<file path="src/rtl/instr_fetch_unit.sv">
// Instruction fetch front end: owns the PC, issues one word fetch at a time,
// buffers returned words in a small FIFO and presents the head instruction
// (opcode, immediate, PC, illegal flag) to the control unit. A redirect
// flushes the FIFO and discards any response still in flight.
module instr_fetch_unit #(
   parameter int unsigned          ADDR_W   = 16,
   parameter int unsigned          INSTR_W  = 16,
   parameter int unsigned          OPC_W    = 6,
   parameter int unsigned          DEPTH    = 2,
   parameter logic [ADDR_W-1:0]    RESET_PC = '0,
   parameter int unsigned          MAX_OPC  = 39
) (
   input  logic                     CLK,
   input  logic                     RESET_N,
   output logic                     MemReqValid,
   output logic [ADDR_W-1:0]        MemReqAddr,
   input  logic                     MemReqReady,
   input  logic                     MemRespValid,
   input  logic [INSTR_W-1:0]       MemRespData,
   input  logic                     Redirect,
   input  logic [ADDR_W-1:0]        RedirectAddr,
   output logic                     InstrValid,
   input  logic                     InstrReady,
   output logic [OPC_W-1:0]         OPCODE,
   output logic [INSTR_W-OPC_W-1:0] IMM,
   output logic [ADDR_W-1:0]        InstrPC,
   output logic                     IllegalOp
);

   localparam int unsigned IMM_W = INSTR_W - OPC_W;
   localparam int unsigned PTR_W = (DEPTH > 1) ? $clog2(DEPTH) : 1;
   localparam int unsigned CNT_W = PTR_W + 1;

   typedef enum logic [1:0] {S_REQ, S_WAIT, S_DROP, S_HOLD} state_t;

   typedef struct packed {
      logic [INSTR_W-1:0] word;
      logic [ADDR_W-1:0]  pc;
      logic               ill;
   } entry_t;

   state_t              state_q, state_d;
   logic [ADDR_W-1:0]   pc_q, pc_d;
   logic [ADDR_W-1:0]   infl_pc_q;
   logic [PTR_W-1:0]    rd_q, rd_d, wr_q, wr_d;
   logic [CNT_W-1:0]    cnt_q, cnt_d;
   entry_t              fifo_q [DEPTH];
   entry_t              new_ent, head_d;

   logic                req_vld_q, ivld_q, ill_q;
   logic [ADDR_W-1:0]   req_addr_q, ipc_q;
   logic [OPC_W-1:0]    opc_q;
   logic [IMM_W-1:0]    imm_q;

   logic accept, pop, push, outst_after;

   assign MemReqValid = req_vld_q;
   assign MemReqAddr  = req_addr_q;
   assign InstrValid  = ivld_q;
   assign OPCODE      = opc_q;
   assign IMM         = imm_q;
   assign InstrPC     = ipc_q;
   assign IllegalOp   = ill_q;

   // Next-state: handshakes, FIFO bookkeeping, FSM transitions and next head.
   always_comb begin
      accept  = req_vld_q && MemReqReady;
      pop     = ivld_q && InstrReady;
      push    = (state_q == S_WAIT) && MemRespValid && !Redirect;
      new_ent = '{word: MemRespData, pc: infl_pc_q,
                  ill: (MemRespData[INSTR_W-1 -: OPC_W] > OPC_W'(MAX_OPC))};
      state_d = state_q;
      pc_d    = pc_q;
      rd_d    = rd_q;
      wr_d    = wr_q;
      cnt_d   = cnt_q;
      // A request is still in flight after this edge if one was just accepted
      // or if WAIT/DROP did not see its response this cycle.
      outst_after = accept ||
                    (((state_q == S_WAIT) || (state_q == S_DROP)) && !MemRespValid);
      if (Redirect) begin
         rd_d    = '0;
         wr_d    = '0;
         cnt_d   = '0;
         pc_d    = RedirectAddr;
         state_d = outst_after ? S_DROP : S_REQ;
      end else begin
         if (push) wr_d = wr_q + PTR_W'(1);
         if (pop)  rd_d = rd_q + PTR_W'(1);
         cnt_d = cnt_q + CNT_W'(push) - CNT_W'(pop);
         case (state_q)
            S_REQ:  if (accept) begin
                       pc_d    = pc_q + ADDR_W'(1);
                       state_d = S_WAIT;
                    end
            S_WAIT: if (MemRespValid)
                       state_d = (cnt_d < CNT_W'(DEPTH)) ? S_REQ : S_HOLD;
            S_HOLD: if (pop) state_d = S_REQ;
            S_DROP: if (MemRespValid) state_d = S_REQ;
            default: state_d = S_REQ;
         endcase
      end
      // A word pushed into an otherwise empty FIFO becomes the head immediately.
      head_d = (push && (rd_d == wr_q)) ? new_ent : fifo_q[rd_d];
   end

   // State, pointers and registered outputs.
   always_ff @(posedge CLK or negedge RESET_N) begin
      if (!RESET_N) begin
         state_q    <= S_REQ;
         pc_q       <= RESET_PC;
         infl_pc_q  <= '0;
         rd_q       <= '0;
         wr_q       <= '0;
         cnt_q      <= '0;
         req_vld_q  <= 1'b0;
         req_addr_q <= RESET_PC;
         ivld_q     <= 1'b0;
         opc_q      <= '0;
         imm_q      <= '0;
         ipc_q      <= '0;
         ill_q      <= 1'b0;
      end else begin
         state_q    <= state_d;
         pc_q       <= pc_d;
         rd_q       <= rd_d;
         wr_q       <= wr_d;
         cnt_q      <= cnt_d;
         if (accept) infl_pc_q <= pc_q;
         req_vld_q  <= (state_d == S_REQ);
         req_addr_q <= pc_d;
         ivld_q     <= (cnt_d != '0);
         opc_q      <= (cnt_d != '0) ? head_d.word[INSTR_W-1 -: OPC_W] : '0;
         imm_q      <= (cnt_d != '0) ? head_d.word[IMM_W-1:0] : '0;
         ipc_q      <= (cnt_d != '0) ? head_d.pc : '0;
         ill_q      <= (cnt_d != '0) ? head_d.ill : 1'b0;
      end
   end

   // FIFO storage; no reset needed since count qualifies every read.
   always_ff @(posedge CLK) begin
      if (push) fifo_q[wr_q] <= new_ent;
   end

   // Fetch is gated on free space, so a push into a full FIFO is a design bug.
   always_ff @(posedge CLK) begin
      if (RESET_N) assert (!(push && (cnt_q == CNT_W'(DEPTH))));
   end

endmodule
</file>
<file path="config.mk">
export PLATFORM = sky130hd
export DESIGN_NAME = instr_fetch_unit
export DESIGN_NICKNAME = d
export VERILOG_FILES = /design/src/rtl/instr_fetch_unit.sv
export SDC_FILE = /design/constraint.sdc
export NUM_CORES = 1
export LEC_CHECK = 0
export BUFFER_PORTS_ARGS = -buffer_cell sky130_fd_sc_hd__buf_2
export CAP_MARGIN = 20
export CORE_ASPECT_RATIO = 0.5
export CORE_UTILIZATION = 50
export DETAILED_ROUTE_END_ITERATION = 12
export PLACE_DENSITY = 0.67
export SYNTH_ARGS = -nofsm -noshare
export SYNTH_HDL_FRONTEND = slang
export SYNTH_SLANG_ARGS = --single-unit
</file>
<file path="constraint.sdc">
create_clock -name CLK -period 4.94 [get_ports CLK]
set_input_delay 0.494 -clock CLK [delete_from_list [all_inputs] [get_ports CLK]]
set_output_delay 0.494 -clock CLK [all_outputs]
set_load 0.03 [all_outputs]
</file>
==> impl_metrics.ini <==
[status]
status = finished, final reports clean

[worst_setup_path]
arrival_ps = 3420
ff2ff_setup_slack_ps = 1780
worstPathRequired_ps = 5180
r2r_end = IMM[8]
r2r_cells = 11
crit_type = primary input to register
critPathLaunchType = primary input
path_max_fanout = 36
r2r-start = state_q[1]
endpoint_kind = register

[routing]
wl_per_cell_um = 17.9
ant_nets = 0
drcViolationCount = 0
first_pass_iters = 5
route.vias.total = 3645
wirelength_um = 11900
first_iter_violations = 219
post_drt_via_cell_ratio = 5.46

[clock_network]
htreeDepth = 4
numCtsBuffers = 17
clock_sinks = 139
cts_setup_buffers = 0
cts_tree = yes
root_buffer = clkbuf_16
holdBufCountCts = 0
clkSlewWorstSetupHoldPaths_ps = 60
ctsResizeCount = 0
worstSkewPairLatency_ps = 410
clock_path_buffers = 2

[layout]
final_cell_mix = buf_2 (87), dfrtp_1 (73), edfxtp_1 (66)
layout-drive-gt1-share_pct = 36.0
multiInputGateArea_mm2 = 0.00197
register_area_mm2 = 0.00381
fin_util_pct = 62.7
area_growth_pct = 19.1
fin_nets = 540
num_antenna_cells = 0
final_common_cell = buf_2
fill_cells = 910

[sta]
max_slew_margin_pct = 26.1
grt_setup_unrepaired = false
tns_ps = 0
clock_skew_ps = 6.04
clock.fmax_mhz = 314
drv_slew = 0
worst_pin_slew_ps = 1110
min_period_ps = 3180
finalCritPeriodShare_pct = 64.5
fin_ws_ps = 1760
setup_viol = 0
hold_viol_final = 0

[global_routing]
met1_usage_pct = 30.7
overflow = 0
grt.busiest_layer = met2
grt_max_degree = 74
groute.layer.met3.usage_pct = 5.57
grt_usage_pct = 21.5
grt_pass1_vias = 3685
grt_use_met2_pct = 31.6
grt_pass1_wl_um = 19500
antenna_found_initial = 0

[logic_synthesis]
ys_seq_area_share_pct = 64.1
synth_seq_cells = 139
ys.flop_type = dfrtp_1
yosys_warnings = 0
yosys-top-cells-area = edfxtp_1 (33%), dfrtp_1 (31%), a221oi_2 (7.6%)
synth_cells = 408
syn-num-nets = 453
synth_cell_type_count = 48
synth.top_cell.area_share_pct = 33.3
synthesis.area_mm2 = 0.00594
avgSynthCellArea_um2 = 14.6
synth_edf_count = 66
synthArstFlopShare_pct = 52.5
synth_area_leader_cell = edfxtp_1

[placement]
port-buffer-count = 88
post-place-ws_ps = 1360
finalWeightedCongestion = 0.758
dp_hpwl_um = 7280

[power_and_ir_drop]
leakage_uw = 0.00290
power_density_mw_per_mm2 = 528
power_frac_seq_pct = 42.3
pwr-share-clk_pct = 33.5
p_int_uw = 2500
switching_share_pct = 32.9
worst_ir_drop_vdd_v = 0.000259
combPwrFrac_pct = 24.2
p_sw_uw = 1230

[die]
core_area_mm2 = 0.0113
start_util_pct = 52.7
pin_count = 89
num_rows = 27
dieArea_mm2 = 0.0124
die_h_um = 79.1
die_x_um = 156

[hold_path]
hold_class = primary input to async pin

[run]
maxCapViolCount = 0
[Yosys cell counts (3+ instances only)]
cell / number
a221oi_1: 4
a221oi_2: 30
and3_1: 3
buf_2: 7
buf_4: 4
buf_8: 3
clkbuf_1: 9
dfrtp_1: 73
edfxtp_1: 66
ha_1: 7
inv_1: 9
mux2_2: 15
mux2i_1: 37
nand2_1: 22
nand3_2: 3
nand4_1: 8
nor2_1: 41
nor2b_1: 5
nor3_1: 4
nor4_1: 4
o21ai_0: 13
xnor2_1: 6
xor2_1: 5
[flip-flops by register name, summed over array words and instances, names as in the netlist]
| register | flops |
|---|---|
| infl_pc_q | 16 |
| MemReqValid | 1 |
| fifo_q | 66 |
| cnt_q | 2 |
| rd_q | 1 |
| state_q | 2 |
| IMM | 10 |
| IllegalOp | 1 |
| MemReqAddr | 16 |
| OPCODE | 6 |
| InstrValid | 1 |
| wr_q | 1 |
| InstrPC | 16 |
[critical path, stage by stage]
cell and delay, ps:
buf_2 490, clkinv_2 300, nand3_2 160, ha_1 230
inv_1 60, ha_1 160, xnor3_1 250, nor2_1 100
nor2_4 730, buf_4 370, a221oi_2 60
[final cells by class]
class	count	share of cell area [%]
multi-input combinational	235	27.8
tap	159	2.81
clock buffer	19	6.40
sequential	139	53.8
timing repair buffer	92	6.68
clock inverter	13	2.00
inverter	10	0.548
[cell families (layout without fill, tap and decap cells)]
| logic type | count (synthesis) | after routing | share of synthesized area [%] |
|---|---|---|---|
| mux | 52 | 52 | 9.07 |
| buf+inv | 34 | 134 | 3.26 |
| simple gates | 99 | 99 | 8.13 |
| fa+ha+maj | 7 | 7 | 1.47 |
| flops | 139 | 139 | 64.1 |
| compound gates | 64 | 64 | 11.6 |
| xor+xnor | 13 | 13 | 2.38 |
[stage by stage]
step / area (um^2) / power [uW] / hold WS, ps / instances
6_report: 7080 / 3730 / 209 / 667
5_1_grt: 7080 / 3910 / 265 / 667
4_1_cts: 7080 / 3770 / 266 / 667
3_5_place_dp: 6480 / 2510 / 480 / 635
3_3_place_gp: 6480 / 2490 / 472 / 635
2_1_floorplan: 5940 / 2280 / 198 / 408
[how the worst max path moves through the flow]
stage / startpoint / to / slack [ps] / depth (start not counted)
global placement: Redirect / InstrPC[5] / 1460 / 11
detailed placement: Redirect / InstrPC[4] / 1360 / 11
finish: Redirect / IMM[8] / 1760 / 11
floorplan: Redirect / fifo_q[0][0] / 1980 / 5
global route: Redirect / IMM[8] / 1570 / 11
CTS: Redirect / InstrPC[4] / 1770 / 11
[power groups by stage]
stage	Clock, uW	Combinational (uW)	Sequential [uW]
detailed placement	0	903	1600
global placement	0	890	1600
finish	1250	904	1580
global route	1330	978	1600
CTS	1270	911	1580
floorplan	0	490	1790
[per-layer routing]
| metal | part of all wire, % | wire length, um | vias to the layer above |
|---|---|---|---|
| met5 | 0 | 0 | - |
| met4 | 0.65 | 78 | 0 |
| met3 | 4.1 | 489 | 5 |
| met2 | 45 | 5310 | 86 |
| met1 | 51 | 6050 | 1832 |
| li1 | - | - | 1722 |
Note: power is estimated with default switching activity, not from simulation.
